==> config.mk <==
export PLATFORM = sky130hd
export DESIGN_NAME = food_map_controller
export DESIGN_NICKNAME = d
export VERILOG_FILES = /design/src/rtl/food_map_controller_pkg.sv /design/src/rtl/food_map_controller_bitmap_ram.sv /design/src/rtl/food_map_controller.sv
export SDC_FILE = /design/constraint.sdc
export NUM_CORES = 1
export LEC_CHECK = 0
export BUFFER_PORTS_ARGS = -buffer_cell sky130_fd_sc_hd__buf_2
export CORE_MARGIN = 2
export CORE_UTILIZATION = 50
export DETAILED_ROUTE_END_ITERATION = 8
export GPL_TIMING_DRIVEN = 0
export PLACE_DENSITY_LB_ADDON = 0.05
export RECOVER_POWER = 50
export REMOVE_ABC_BUFFERS = 1
export SYNTH_ARGS = -nofsm -noshare
export SYNTH_HDL_FRONTEND = slang
export SYNTH_SLANG_ARGS = --single-unit
export TNS_END_PERCENT = 10
==> constraint.sdc <==
create_clock -name clk -period 6.1 [get_ports clk]
set_input_delay 0.61 -clock clk [delete_from_list [all_inputs] [get_ports clk]]
set_output_delay 0.61 -clock clk [all_outputs]
set_load 0.02 [all_outputs]
==> src/rtl/food_map_controller_pkg.sv <==
// Shared definitions for the food map slice of the maze game.
//
// Holds the default maze geometry and counter widths, the controller state
// encoding, the colour the renderer paints food boxes with, and a small
// corner-tile helper used when power pellets are enabled
// (macro FOOD_POWER_PELLET_EN).
package food_map_controller_pkg;

  localparam int DEF_GRID_W   = 16;
  localparam int DEF_GRID_H   = 12;
  localparam int DEF_COL_BITS = 4;
  localparam int DEF_ROW_BITS = 4;
  localparam int DEF_CNT_BITS = 8;

  typedef enum logic [1:0] {
    IDLE = 2'd0,
    INIT = 2'd1,
    RUN  = 2'd2
  } state_t;

  // 12-bit RGB colour of a food box, consumed by the VGA renderer.
  localparam logic [11:0] FOOD_COLOUR = 12'hFC8;

  // The four maze corners are the power-pellet tiles.
  function automatic logic is_corner(input int col, input int row,
                                     input int grid_w, input int grid_h);
    return ((col == 0) || (col == grid_w - 1)) &&
           ((row == 0) || (row == grid_h - 1));
  endfunction

endpackage

==> src/rtl/food_map_controller_bitmap_ram.sv <==
// food_bitmap_ram: one-bit-per-tile food presence store.
//
// One synchronous write port and two synchronous read ports (eat side and
// renderer query side). Reads return the value held before a write landing
// on the same edge, so a tile being cleared still reads as full that cycle.
// Contents are not reset; the controller refills the whole map before use.
//
// Ports:
//   clk         system clock
//   we          write enable
//   waddr       write address
//   wdata       bit to store
//   eat_addr    eat-side read address
//   eat_data    eat-side read data, one cycle after eat_addr
//   query_addr  renderer read address
//   query_data  renderer read data, one cycle after query_addr
module food_bitmap_ram #(
  parameter int DEPTH = 192,
  parameter int AW    = 8
) (
  input  logic          clk,
  input  logic          we,
  input  logic [AW-1:0] waddr,
  input  logic          wdata,
  input  logic [AW-1:0] eat_addr,
  output logic          eat_data,
  input  logic [AW-1:0] query_addr,
  output logic          query_data
);

  logic mem [DEPTH];

  always_ff @(posedge clk) begin
    if (we) begin
      mem[waddr] <= wdata;
    end
    eat_data   <= mem[eat_addr];
    query_data <= mem[query_addr];
  end

endmodule

==> src/rtl/food_map_controller.sv <==
// food_map_controller: owns the per-tile food map and sequences all access.
//
// A level_start pulse sweeps every tile to "food present" (INIT), then the
// block serves eat requests from the movement logic and tile queries from
// the renderer (RUN), keeping a count of remaining pellets.
//
// Ports:
//   clk, rst_n       clock, asynchronous active-low reset
//   level_start      one-cycle pulse, (re)fill the map
//   eat_req          eat request, held until eat_ack
//   eat_col/eat_row  tile to eat
//   eat_ack          one-cycle acknowledge, one cycle after acceptance
//   eat_hit          with eat_ack: food was present and is now removed
//   query_col/row    renderer tile
//   query_food       food flag for the previous cycle's query
//   food_remaining   pellets left
//   level_clear      map in RUN and no pellets left
//   busy             map refill in progress
//   eat_power        (FOOD_POWER_PELLET_EN) hit tile is a power pellet
//   query_power      (FOOD_POWER_PELLET_EN) queried tile has a power pellet
//
// Build option: define FOOD_POWER_PELLET_EN to treat the four corner tiles
// as power pellets and expose eat_power / query_power.
module food_map_controller
  import food_map_controller_pkg::*;
#(
  parameter int GRID_W   = DEF_GRID_W,
  parameter int GRID_H   = DEF_GRID_H,
  parameter int COL_BITS = DEF_COL_BITS,
  parameter int ROW_BITS = DEF_ROW_BITS,
  parameter int CNT_BITS = DEF_CNT_BITS
) (
  input  logic                clk,
  input  logic                rst_n,
  input  logic                level_start,
  input  logic                eat_req,
  input  logic [COL_BITS-1:0] eat_col,
  input  logic [ROW_BITS-1:0] eat_row,
  output logic                eat_ack,
  output logic                eat_hit,
  input  logic [COL_BITS-1:0] query_col,
  input  logic [ROW_BITS-1:0] query_row,
  output logic                query_food,
  output logic [CNT_BITS-1:0] food_remaining,
  output logic                level_clear,
  output logic                busy
`ifdef FOOD_POWER_PELLET_EN
  ,
  output logic                eat_power,
  output logic                query_power
`endif
);

  localparam int DEPTH = GRID_W * GRID_H;
  localparam int AW    = $clog2(DEPTH);

  localparam logic [AW-1:0]       LAST_ADDR  = AW'(DEPTH - 1);
  localparam logic [CNT_BITS-1:0] FULL_COUNT = CNT_BITS'(DEPTH);
  localparam logic [COL_BITS:0]   COL_LIMIT  = (COL_BITS + 1)'(GRID_W);
  localparam logic [ROW_BITS:0]   ROW_LIMIT  = (ROW_BITS + 1)'(GRID_H);

  state_t        state;
  state_t        state_next;

  logic [AW-1:0] sweep_addr;
  logic [AW-1:0] eat_addr;
  logic [AW-1:0] eat_addr_q;
  logic [AW-1:0] query_addr;
  logic [AW-1:0] ram_waddr;

  logic          eat_in_range;
  logic          query_in_range;
  logic          eat_pend;
  logic          eat_valid_q;
  logic          query_ok_q;
  logic          accept;
  logic          ram_we;
  logic          ram_wdata;
  logic          eat_rd;
  logic          query_rd;

  // Out-of-range coordinates are steered to address 0 so the RAM is never
  // indexed past its end; their results are masked by the range flags.
  assign eat_in_range   = ({1'b0, eat_col} < COL_LIMIT) && ({1'b0, eat_row} < ROW_LIMIT);
  assign query_in_range = ({1'b0, query_col} < COL_LIMIT) && ({1'b0, query_row} < ROW_LIMIT);
  assign eat_addr   = eat_in_range ? (AW'(eat_row) * AW'(GRID_W) + AW'(eat_col)) : '0;
  assign query_addr = query_in_range ? (AW'(query_row) * AW'(GRID_W) + AW'(query_col)) : '0;

  assign eat_ack    = eat_pend;
  assign query_food = query_ok_q & query_rd & (state == RUN);

  food_bitmap_ram #(
    .DEPTH (DEPTH),
    .AW    (AW)
  ) u_ram (
    .clk        (clk),
    .we         (ram_we),
    .waddr      (ram_waddr),
    .wdata      (ram_wdata),
    .eat_addr   (eat_addr),
    .eat_data   (eat_rd),
    .query_addr (query_addr),
    .query_data (query_rd)
  );

  always_ff @(posedge clk or negedge rst_n) begin
    if (!rst_n) begin
      state <= IDLE;
    end else begin
      state <= state_next;
    end
  end

  // Next state plus the shared RAM write port. The ack cycle of an eat
  // clears the tile only when it was full, the counter is non-zero, and no
  // refill is starting in that same cycle.
  always_comb begin
    state_next  = state;
    accept      = 1'b0;
    ram_we      = 1'b0;
    ram_waddr   = eat_addr_q;
    ram_wdata   = 1'b0;
    busy        = 1'b0;
    level_clear = 1'b0;
    eat_hit     = eat_pend & eat_valid_q & eat_rd & ~level_start &
                  (food_remaining != '0);

    case (state)
      IDLE: begin
        if (level_start) begin
          state_next = INIT;
        end
      end
      INIT: begin
        busy      = 1'b1;
        ram_we    = 1'b1;
        ram_waddr = sweep_addr;
        ram_wdata = 1'b1;
        if (!level_start && (sweep_addr == LAST_ADDR)) begin
          state_next = RUN;
        end
      end
      RUN: begin
        level_clear = (food_remaining == '0);
        accept      = eat_req & ~eat_pend & ~level_start;
        ram_we      = eat_hit;
        if (level_start) begin
          state_next = INIT;
        end
      end
      default: begin
        state_next = IDLE;
      end
    endcase
  end

  // Sweep address, eat handshake bookkeeping and the pellet counter.
  always_ff @(posedge clk or negedge rst_n) begin
    if (!rst_n) begin
      sweep_addr     <= '0;
      eat_pend       <= 1'b0;
      eat_valid_q    <= 1'b0;
      eat_addr_q     <= '0;
      query_ok_q     <= 1'b0;
      food_remaining <= '0;
    end else begin
      eat_pend   <= accept;
      query_ok_q <= (state == RUN) && query_in_range;

      if (accept) begin
        eat_valid_q <= eat_in_range;
        eat_addr_q  <= eat_addr;
      end

      if (level_start) begin
        sweep_addr <= '0;
      end else if (state == INIT) begin
        sweep_addr <= sweep_addr + AW'(1);
      end

      if ((state == INIT) && !level_start && (sweep_addr == LAST_ADDR)) begin
        food_remaining <= FULL_COUNT;
      end else if (eat_hit) begin
        food_remaining <= food_remaining - CNT_BITS'(1);
      end
    end
  end

`ifdef FOOD_POWER_PELLET_EN
  logic eat_corner_q;
  logic query_corner_q;

  // Corner flags travel alongside the RAM reads so they line up with
  // eat_hit and query_food.
  always_ff @(posedge clk or negedge rst_n) begin
    if (!rst_n) begin
      eat_corner_q   <= 1'b0;
      query_corner_q <= 1'b0;
    end else begin
      if (accept) begin
        eat_corner_q <= is_corner(int'(eat_col), int'(eat_row), GRID_W, GRID_H);
      end
      query_corner_q <= is_corner(int'(query_col), int'(query_row), GRID_W, GRID_H);
    end
  end

  assign eat_power   = eat_hit & eat_corner_q;
  assign query_power = query_food & query_corner_q;
`endif

endmodule

==> run summary, run 1 <==
The flow ran to the end, but the final reports show violations. The checks that failed: capacitance limit, slew limit. For the register area share after synthesis, the log shows 0.530. For the number of filler cells placed in the layout, the log shows 2178. The tools report the nature of the critical path startpoint as a flip-flop. The number of cells traversed by the worst hold path works out to 2.

The synthesized netlist occupies a cell area of 0.0123 sq mm. The HPWL after detailed placement is 24100 microns. Worst slack at placement: 1.69 ns. The synthesized area divided by synthesized cell count was 10.9 sq um; the final worst clock skew was 0.00938 ns.

Summed over all nets, the switching power comes to 0.00141 W. The largest single stage delay on the critical path is 1.02 ns. Walking the worst path, the cells encountered are inv_1 > ha_4 > clkinv_1 > o31ai_1 > nand2_1 > nor2_1.

The final standard cell area without fillers was 0.0133 sq mm. The period utilization is 0.617, and the first-pass detailed-route iteration total is 5. Once detail routing completed, the nets flagged for antenna violations numbered 0. For the number of global-route vias before repair, the log shows 9103. The run gives 0.0259 sq mm as the area of the die. No sink is reached through more buffers than the 3 on the longest clock path. STA classifies the critical path endpoint as a flip-flop. For this design the ratio of total power to cell area is 332 mW/mm^2. Most used flip-flop cell after synthesis: edfxtp_1.

The number of sinks driven by the clock tree was 223; the share of power burned in registers was 0.445. The tools report the count of cell types in the netlist as 81. The design draws 0.00441 W. In this run, the number of DRC markers left after iteration 0 of detailed routing was 1248.

The remaining global-route overflow came out at 0. Post-CTS timing repair inserted 0 buffers for setup. For this run, design rule violations remaining after detail routing come to 0.

During I/O placement, the number of pins put on the boundary was 33. For the final design utilization, the log shows 0.547. Summing all placed instances gives a cell area of 0.0125 sq mm.

The logs give 0 for the number of diodes added for antenna fixing and 0.230 for the part of the total power dissipated in combinational logic. In this run the standard cell core region covers 0.0242 sq mm. End point of the most critical hold path: sweep_addr[0]$_DFFE_PN0P_. The critical path in this run is classified as reg2reg. TritonCTS built the clock tree.

Yosys mapped a number of flops with a built-in enable equal to 192. The count of hold-fix buffers inserted at cts was 0; the total wire length after detailed routing was 40200 microns. The die width was 161 microns.

The height of the chip is 161 microns, and the net count of the finished layout is 1133. The endpoint identified for the worst register-to-register timing path is u_ram.mem[58]$_DFFE_PP_. Derived from the worst setup path, the maximum achievable clock frequency is 266 MHz.

Share of power burned in the clock network: 0.325. The logs give -0.0705 for the headroom to the max-slew limit and 0.53 ns for the clock latency on the worst-skew pair. The number of max-cap violations is 1.

The quantity of I/O buffers inserted on ports is 32. The floorplan has 57 rows. The fraction of registers with async set/reset is 0.130. The slowest cell on the critical path is o31ai_1. In this run the critical register-to-register path is launched from state[1]$_DFFE_PN0P_. The count of final setup violators is 0, and the total negative setup slack is 0 ns. The logs give 0 for the number of endpoints with negative hold slack in the final report and 4.39 nW for the static power due to leakage.

The tools report the peak supply drop as 220 uV. The internal portion of total power was 0.00300 W; the number of CTS-inserted buffers was 25. Setup repair after global routing left no endpoint under its margin. Data on the critical path is required at its endpoint by 6.32 ns.

Dividing the detail-routed wire length by the instance count gives 27.7 microns. The first global-routing pass estimated 59200 microns of wire. The total number of H-tree levels was 1. The root buffer cell chosen for the clock tree is clkbuf_16. The startpoint identified for the worst hold timing path is level_start.

Measured in cells, the most critical reg-to-reg path has a length of 6. STA puts the critical path data arrival time at 3.98 ns. The flop and latch count out of synthesis works out to 223. Fraction of final layout cells with drive strength greater than 1: 0.129.

The setup slack of the critical path after layout is 2.34 ns. After clock tree synthesis, the repair step resized 0 gates. For the final weighted congestion of routability-driven global placement, the log shows 0.877. Area growth from synthesis to final layout: 7.73%. Of all nets on the critical path, the largest fanout is 52. The starting density of the core is 0.508. The run gives 0 as the initial antenna violation count. Clock-pin slew was measured on the worst setup and hold paths at 0.06 ns.

For this block, the via count after detailed routing is 9606. Entering global routing, the biggest net connects 101 pins. The combined global-route utilization of all metal layers is 0.310, and the minimum clock period after layout is 3.76 ns. The min-delay analysis places its worst path in the category in2reg. The number of pins exceeding their max-slew limit in the final report was 30; the via-per-instance ratio was 6.62.

The run gives 1135 as the count of mapped cells out of synthesis. For the pin with the worst max-slew slack, the measured transition is 1.61 ns. The tools report the reg2reg setup slack as 2.34 ns. Switching part of the total power: 0.320. The tools report the count of synthesis-stage warnings from yosys as 0.
through the flow:
step | cells | hold WS, ns
after floorplan | 1043 | 0.314
after global placement | 1399 | 0.465
after detailed placement | 1404 | 0.471
after CTS | 1450 | 0.142
after global routing | 1450 | 0.433
final | 1450 | 0.425
power groups by stage:
stage                     logic, W  clock network, W  registers [W]
final                      0.00101           0.00143        0.00196
after global routing       0.00109           0.00151        0.00197
after CTS                 0.000998           0.00144        0.00196
after detailed placement  0.000995                 0        0.00199
after global placement    0.000945                 0        0.00208
after floorplan           0.000576                 0        0.00204
logic make-up after synthesis:
family	Yosys count	synth area share
AOI/OAI and AO/OA	240	0.137
xor gates and xnor gates	12	0.00853
adders and majority gates	6	0.00609
buffers and inverters	116	0.0482
DFF	223	0.530
muxes	94	0.112
and+or+nand+nor	444	0.157
registers in the layout (all words and copies together) (netlist names):
| register | cells |
|---|---|
| u_ram.eat_data | 1 |
| u_ram.query_data | 1 |
| query_ok_q | 1 |
| u_ram.mem | 192 |
| sweep_addr | 8 |
| eat_valid_q | 1 |
| eat_ack | 1 |
| eat_addr_q | 8 |
| state | 2 |
| food_remaining | 8 |
cells in the final DEF (no fill, tap or decap), drive strengths merged, types with 4 or more instances in the layout:
master / n
nor2b: 10
dfrtp: 29
edfxtp: 192
buf: 26
xnor2: 8
o22ai: 20
inv: 24
o21ai: 42
nand2: 101
nand4: 5
ha: 6
clkinv: 11
o31ai: 4
nor3: 19
or3: 5
nor2: 251
nand3: 16
mux2: 13
a311oi: 7
a211oi: 10
mux4: 34
nand2b: 9
a22oi: 8
clkbuf: 44
o221a: 6
nor3b: 4
mux2i: 47
a21bo: 5
o221ai: 8
a221oi: 9
a31oi: 11
a21boi: 8
a2bb2oi: 4
a2111oi: 7
o32ai: 4
xor2: 4
and2: 7
a21oi: 50
cells in the mapped netlist (5+ instances only):
| cell | number | area [sq um] |
|---|---|---|
| nor2_1 | 248 | 931 |
| edfxtp_1 | 192 | 5770 |
| nand2_1 | 92 | 345 |
| a21oi_1 | 50 | 250 |
| mux2i_1 | 47 | 470 |
| o21ai_0 | 41 | 205 |
| clkbuf_1 | 38 | 143 |
| mux4_2 | 34 | 766 |
| dfrtp_1 | 29 | 726 |
| buf_2 | 28 | 140 |
| inv_1 | 22 | 82.6 |
| o22ai_1 | 20 | 125 |
| nor3_1 | 19 | 95.1 |
| buf_4 | 17 | 128 |
| nand3_1 | 16 | 80.1 |
| mux2_2 | 13 | 146 |
| a31oi_1 | 11 | 68.8 |
| a211oi_1 | 10 | 75.1 |
| nor2b_1 | 10 | 62.6 |
| a221oi_1 | 9 | 78.8 |
| nand2_2 | 9 | 56.3 |
| nand2b_1 | 9 | 56.3 |
| a22oi_1 | 8 | 60.1 |
| buf_6 | 8 | 90.1 |
| o221ai_1 | 8 | 70.1 |
| xnor2_1 | 8 | 70.1 |
| a311oi_1 | 7 | 61.3 |
| and2_1 | 7 | 43.8 |
| a2111oi_0 | 6 | 52.6 |
| ha_1 | 6 | 75.1 |
| o221a_2 | 6 | 67.6 |
| nand4_1 | 5 | 31.3 |
| or3_1 | 5 | 31.3 |
worst max-delay path: cells and delay by family, from the launching register on:
kind	cells	cell delay [ns]
flip-flops	1	0.40
AND/OR/NAND/NOR	2	0.92
adder cells (fa/ha/maj)	1	0.51
buffers and inverters	2	0.59
AO/OA/AOI/OAI	1	1.02
worst max-delay path by stage:
stage	from	endpoint	slack, ns	cells after the start
after floorplan	state[1]$_DFFE_PN0P_	u_ram.mem[150]$_DFFE_PP_	-0.11	6
final	state[1]$_DFFE_PN0P_	u_ram.mem[58]$_DFFE_PP_	2.34	6
after detailed placement	query_col[2]	u_ram.query_data$_DFF_P_	1.69	7
after global routing	state[1]$_DFFE_PN0P_	u_ram.mem[107]$_DFFE_PP_	2.19	8
after global placement	state[1]$_DFFE_PN0P_	u_ram.mem[54]$_DFFE_PP_	-3.96	6
after CTS	query_col[2]	u_ram.query_data$_DFF_P_	2.23	7
cell type report:
class	count	area, sq um	area share
clock inverter	13	90.1	0.00679
sequential	223	6530	0.492
inverter	24	90.1	0.00679
clock buffer	33	676	0.0509
multi-input combinational	796	5240	0.394
tap	324	405	0.0305
timing repair buffer	37	244	0.0184
routing by layer:
| layer | global-route usage | vias up | share of wire | routed length, microns |
|---|---|---|---|---|
| met2 | 0.487 | 536 | 0.45 | 18200 |
| met1 | 0.438 | 4798 | 0.41 | 16400 |
| li1 | - | 4159 | - | - |
| met3 | 0.0524 | 113 | 0.10 | 4070 |
| met4 | 0.109 | 0 | 0.037 | 1510 |
| met5 | 0 | - | 0 | 0 |
Note: power is estimated with default switching activity, not from simulation.
==> run 2: changes to the inputs <==
- clock period: 6.1 -> 3.1 ns (I/O delays scaled with it)
==> run summary, run 2 (same netlist as run 1, synthesis figures left out) <==
The number of placement rows is 57 (unchanged), and the count of final setup violators is 0 (unchanged). Initial antenna violation count: 0 (unchanged). The delay of the slowest critical-path stage came out at 0.40 ns (was 1.02 ns). The starting density of the core is 0.508 (unchanged). Number of flip-flops in the largest register: 192 (unchanged). The combined global-route utilization of all metal layers was 0.312 (was 0.310). The register containing the most flip-flops in the final layout is u_ram.mem (unchanged). The number of CTS-inserted buffers was 25 (unchanged). Cell repeated most along the worst path: buf_16. The period utilization was 0.977 (was 0.617). The detailed placement HPWL was 24100 microns (unchanged); the minimum clock period after layout was 3.03 ns (was 3.76 ns).

The average wire per standard cell is 28.0 microns (was 27.7 microns), and the number of endpoints with negative hold slack in the final report is 0 (unchanged). The data required time of the worst path came out at 3.33 ns (was 6.32 ns). The non-filler instance count after layout is 1455 (was 1450), and the die width is 161 microns (unchanged).

Number of max-cap violations: 1 (unchanged). The final design utilization came out at 0.555 (was 0.547). The internal portion of total power was 0.00598 W (was 0.00300 W); the fraction of final layout cells with drive strength greater than 1 was 0.156 (was 0.129). The run gives 0.53 ns (about the same) as the clock latency on the worst-skew pair. The tools report the nature of the critical path startpoint as a flip-flop (unchanged).

The flow ran to the end, but the final reports show violations. The switching power of the nets was 0.00291 W (was 0.00141 W); the fmax was 330 MHz (was 266 MHz). The clock transition at the registers of the reported paths was 0.06 ns (about the same); the first-pass detailed-route iteration total was 5 (unchanged). The final worst clock skew was 0.00834 ns (was 0.00938 ns). Most frequent cells in the layout: 247 x nor2_1, 192 x edfxtp_1, 79 x nand2_1 (was 248 x nor2_1, 192 x edfxtp_1, 92 x nand2_1).

The number of nets still failing antenna checks after routing is 0 (unchanged), and the highest net fanout along the worst path is 100 (was 52). Violations in the final reports: capacitance limit, slew limit (unchanged). The tools report the worst hold slack as 0.127 ns (was 0.425 ns). The height of the chip is 161 microns (unchanged), and the measured slew at the worst slew-check pin is 1.65 ns (was 1.61 ns).

The tools report the total number of H-tree levels as 1 (unchanged). Area growth from synthesis to final layout: 9.21% (was 7.73%). The number of design-rule violations left by the first detailed-router iteration came out at 1226 (was 1248). Commonest non-fill, non-tap cell in the layout: nor2_1 (unchanged). The logs give 101 (unchanged) for the largest net degree at the start of global routing and 0.247 (was 0.230) for the part of the total power dissipated in combinational logic. TritonCTS built the clock tree. The run gives 0.0242 sq mm (unchanged) as the core area. Kind of capture point of the worst setup path: a flip-flop (unchanged). The peak supply drop was 441 uV (was 220 uV); the power density over the cells was 661 mW/mm^2 (was 332 mW/mm^2).

Worst min-delay path category: in2reg (unchanged). Sequence of cells on the critical path: inv_1 > ha_4 > buf_16 > buf_16 > nand2_1 > o32ai_4 > nand2_2 > nor2_1 (was inv_1 > ha_4 > clkinv_1 > o31ai_1 > nand2_1 > nor2_1). The number of top-level pins is 33 (unchanged). Via-per-instance ratio: 6.65 (was 6.62).

For the final weighted congestion of routability-driven global placement, the log shows 0.877 (unchanged). The number of pins exceeding their max-slew limit in the final report is 30 (unchanged), and the headroom to the max-slew limit is -0.0968 (was -0.0705). Slowest cell on the critical path: dfrtp_1 (was o31ai_1). The number of global-route vias before repair came out at 9128 (was 9103).

The logs give 0 (unchanged) for the DRC violation count after routing and 0.0259 sq mm (unchanged) for the area of the die. The share of power burned in the clock network is 0.318 (was 0.325), and the share of power burned in registers is 0.435 (was 0.445). The run gives 223 (unchanged) as the number of sinks driven by the clock tree. The number of instances in the placed design is 1404 (unchanged), and the total wire length after detailed routing is 40800 microns (was 40200 microns). Setup repair after global routing could not meet its margin everywhere. The root buffer selected by CTS was clkbuf_16 (unchanged). The total number of vias is 9681 (was 9606), and the remaining global-route overflow is 0 (unchanged). The switching part of the total power is 0.327 (was 0.320), and the buffer depth of the longest clock path is 3 (unchanged).

Kind of critical path: reg2reg (unchanged). For the wire length of the first global-routing pass, the log shows 59300 microns (was 59200 microns). The tools report the net count of the finished layout as 1136 (was 1133). Static power due to leakage: 4.53 nW (was 4.39 nW). The quantity of I/O buffers inserted on ports works out to 32 (unchanged). Arrival time at the worst endpoint: 3.26 ns (was 3.98 ns).
==> run 2: path summary, 6_finish.rpt <==
check	from	to	slack, ns	depth (start not counted)
max	state[1]$_DFFE_PN0P_	u_ram.mem[90]$_DFFE_PP_	0.07	8
min reg2reg	eat_valid_q$_DFFE_PN0P_	eat_valid_q$_DFFE_PN0P_	0.49	2
max reg2reg	state[1]$_DFFE_PN0P_	u_ram.mem[90]$_DFFE_PP_	0.07	8
min	level_start	sweep_addr[0]$_DFFE_PN0P_	0.13	2
min in group asynchronous	rst_n	sweep_addr[6]$_DFFE_PN0P_	0.74	2
max in group asynchronous	rst_n	eat_addr_q[5]$_DFFE_PN0P_	1.40	2
==> run 2: layer usage <==
layer,track usage,vias to the layer above,routed length [microns]
met4,0.129,0,1600
met5,0,-,0
met2,0.481,528,18500
met1,0.440,4874,16900
met3,0.0571,117,3800
li1,-,4162,-
==> run 2: power groups by stage <==
stage	Clock [W]	Sequential (W)	Combinational [W]
6_report	0.00283	0.00386	0.00220
5_1_grt	0.00297	0.00388	0.00235
4_1_cts	0.00284	0.00386	0.00209
3_5_place_dp	0	0.00392	0.00196
3_3_place_gp	0	0.00384	0.00156
2_1_floorplan	0	0.00401	0.00113
==> run 2: cell type report <==
class | count | area [sq um]
diodes | 2 | 5.00
clock buffers | 33 | 676
clock inverters | 13 | 90.1
fillers | 2154 | 10800
inverters | 24 | 93.8
multi-input cells | 796 | 5340
flip-flops and latches | 223 | 6530
well taps | 324 | 405
repair buffers | 40 | 310
==> run 2: stage by stage <==
stage | cell area (sq um) | power [W] | setup slack (ns) | setup TNS (ns)
final | 13500 | 0.00889 | 0.0712 | 0
after floorplan | 11800 | 0.00514 | -3.11 | -813.52
after CTS | 13400 | 0.00879 | 0.0177 | 0
after global routing | 13400 | 0.00920 | -0.0573 | -0.541
after global placement | 12400 | 0.00540 | -6.96 | -2018.15
after detailed placement | 12500 | 0.00588 | -1.01 | -65.77
==> run 2: critical path, delay by kind of cell (launching register included) <==
kind / cells / cell delay, ns
compound gates: 1 / 0.36
fa+ha+maj: 1 / 0.40
buf+inv: 3 / 0.74
flops: 1 / 0.40
simple gates: 3 / 0.76
==> run 2: timing repair <==
item / in CTS / in global routing
buffers inserted: 1 / 1
endpoints found under the setup margin: 176 / 154
hold endpoints to repair: 29 / 0
resized for setup: 22 / 9
hold buffers: 1 / 0
==> run 3: changes to the inputs <==
- CORE_MARGIN: 2 -> not set
- CORE_UTILIZATION: 50 -> 52
==> run summary, run 3 (same netlist as run 1, synthesis figures left out) <==
The die width was 156 microns (was 161 microns). TritonCTS built the clock tree. The number of max-cap violations was 2 (was 1). The number of filler cells placed in the layout was 2035 (was 2154); the via-per-instance ratio was 6.62 (was 6.65). The worst hold slack was 0.113 ns (was 0.127 ns). Worst slack at placement: -1.01 ns (about the same). The power density over the cells came out at 655 mW/mm^2 (was 661 mW/mm^2).

Violations in the final reports: capacitance limit, slew limit (unchanged). The number of flip-flops in the largest register was 192 (unchanged); the core area was 0.0229 sq mm (was 0.0242 sq mm). The number of instances in the placed design came out at 1393 (was 1404). The tools report the launching element of the worst setup path as query_col[0] (was state[1]$_DFFE_PN0P_).

The average wire per standard cell was 27.3 microns (was 28.0 microns); the area growth from synthesis to final layout was 8.32% (was 9.21%). The buffer depth of the longest clock path is 3 (unchanged). The height of the chip was 156 microns (was 161 microns); the final standard cell area without fillers was 0.0133 sq mm (was 0.0135 sq mm). The final weighted congestion of routability-driven global placement was 0.887 (was 0.877); the total chip power was 0.00874 W (was 0.00889 W). Starting density of the core: 0.538 (was 0.508). The tools report the number of nets still failing antenna checks after routing as 0 (unchanged). The tools report the largest net degree at the start of global routing as 80 (was 101). For the clock latency on the worst-skew pair, the log shows 0.55 ns (was 0.53 ns). The run gives 0.0188 ns (was 0.00834 ns) as the final worst clock skew. The remaining global-route overflow came out at 0 (unchanged).

The total wire length after detailed routing was 39300 microns (was 40800 microns); the measured slew at the worst slew-check pin was 1.65 ns (about the same). The nature of the critical path startpoint is an input pin (was a flip-flop). The first-pass detailed-route iteration total was 6 (was 5). Minimum clock period after layout: 2.93 ns (was 3.03 ns). Number of sinks driven by the clock tree: 223 (unchanged).

The fraction of final layout cells with drive strength greater than 1 came out at 0.144 (was 0.156). Non-filler instance count after layout: 1443 (was 1455). The run gives 33 (unchanged) as the number of top-level pins. The count of final setup violators was 0 (unchanged). The total number of vias is 9547 (was 9681), and the number of placement rows is 55 (was 57). The wire length of the first global-routing pass is 57800 microns (was 59300 microns). Setup repair after global routing left no endpoint under its margin. The detailed placement HPWL is 23200 microns (was 24100 microns).

The period utilization is 0.946 (was 0.977). Launch point of the worst hold path: level_start (unchanged). The number of design-rule violations left by the first detailed-router iteration was 1258 (was 1226); the number of CTS-inserted buffers was 25 (unchanged). The cell area reported after detailed placement was 0.0125 sq mm (about the same). Worst min-delay path category: in2reg (unchanged).

The commonest non-fill, non-tap cell in the layout is nor2_1 (unchanged). The register containing the most flip-flops in the final layout is u_ram.mem (unchanged). The logs give 3.33 ns (was 3.26 ns) for the arrival time at the worst endpoint and -0.100 (was -0.0968) for the headroom to the max-slew limit. The tools report the setup slack of the critical path after layout as 0.167 ns (was 0.0712 ns). The tools report the number of global-route vias before repair as 9096 (was 9128). The kind of critical path is in2reg (was reg2reg). The reg-to-reg startpoint is state[1]$_DFFE_PN0P_ (unchanged). The tools report the kind of capture point of the worst setup path as a flip-flop (unchanged).

Combined global-route utilization of all metal layers: 0.331 (was 0.312). The highest net fanout along the worst path came out at 57 (was 100). For the number of endpoints with negative hold slack in the final report, the log shows 0 (unchanged). Most frequent cells in the layout: 246 x nor2_1, 192 x edfxtp_1, 82 x nand2_1 (was 247 x nor2_1, 192 x edfxtp_1, 79 x nand2_1). The data required time of the worst path was 3.49 ns (was 3.33 ns). The total number of H-tree levels is 1 (unchanged). The area of the die is 0.0243 sq mm (was 0.0259 sq mm). The flow ran to the end, but the final reports show violations. The net count of the finished layout came out at 1136 (unchanged). The root buffer selected by CTS was clkbuf_16 (unchanged). Initial antenna violation count: 1 (was 0). For the peak supply drop, the log shows 453 uV (was 441 uV).

The DRC violation count after routing is 0 (unchanged). The run gives 4.49 nW (was 4.53 nW) as the static power due to leakage. The run gives 68 (was 30) as the number of pins exceeding their max-slew limit in the final report.

The fmax is 341 MHz (was 330 MHz). The quantity of I/O buffers inserted on ports came out at 32 (unchanged). The clock transition at the registers of the reported paths is 0.06 ns (about the same).
run 3: cell types whose count changed in the layout (fill, tap and decap cells not counted), sizes merged:
cell,change
clkinvlp,-1
diode,-1
buf,-9
clkinv,-4
clkbuf,+14
run 3: where the power goes:
group / internal [W] / total (W) / switching (W)
Combinational: 0.000509 / 0.00202 / 0.00152
Clock: 0.00162 / 0.00283 / 0.00121
Sequential: 0.00379 / 0.00389 / 0.0000997
run 3: worst max-delay path, stage by stage:
cell      delay [ns]
buf_4           0.61
a21bo_1         0.58
or3_1           0.52
o221a_2         0.29
o21ai_1         0.18
nor4b_2         0.31
a311oi_1        0.15
a211o_1         0.34
run 3: path summary, 6_finish.rpt:
path | to | slack (ns) | cells after the start
min in group asynchronous | sweep_addr[6]$_DFFE_PN0P_ | 0.73 | 2
worst min-delay path | sweep_addr[4]$_DFFE_PN0P_ | 0.11 | 2
max in group asynchronous | state[0]$_DFFE_PN0P_ | 1.42 | 2
worst max-delay path | u_ram.query_data$_DFF_P_ | 0.17 | 8
worst max register to register | u_ram.mem[94]$_DFFE_PP_ | 0.28 | 6
worst min register to register | eat_valid_q$_DFFE_PN0P_ | 0.49 | 2
run 3: per-stage QoR:
| step | utilization | TNS [ns] |
|---|---|---|
| detailed placement | 0.545 | -83.55 |
| floorplan | - | -813.52 |
| finish | 0.582 | 0 |
| global route | 0.582 | 0 |
| global placement | 0.540 | -1998.04 |
| CTS | 0.582 | -1.42 |
run 3: timing repair:
item	4_1_cts	5_1_grt
hold endpoints to repair	29	0
gates resized for setup	15	13
setup endpoints to repair	181	149
buffers inserted	1	1
hold buffers	1	0
run 3: metal layers:
| metal | part of all wire | global-route usage | vias up |
|---|---|---|---|
| li1 | - | - | 4160 |
| met1 | 0.41 | 0.454 | 4738 |
| met2 | 0.45 | 0.520 | 538 |
| met3 | 0.096 | 0.0586 | 109 |
| met4 | 0.042 | 0.131 | 2 |
| met5 | 0.0013 | 0.0186 | - |
run 3: final cells by class:
| type | instances | area [sq um] | area share |
|---|---|---|---|
| Sequential cell | 223 | 6530 | 0.489 |
| Antenna cell | 1 | 2.50 | 0.000188 |
| Tap cell | 313 | 392 | 0.0293 |
| Multi-Input combinational cell | 796 | 5320 | 0.399 |
| Clock inverter | 8 | 65.1 | 0.00488 |
| Inverter | 24 | 93.8 | 0.00703 |
| Timing Repair Buffer | 40 | 246 | 0.0185 |
| Clock buffer | 38 | 694 | 0.0520 |
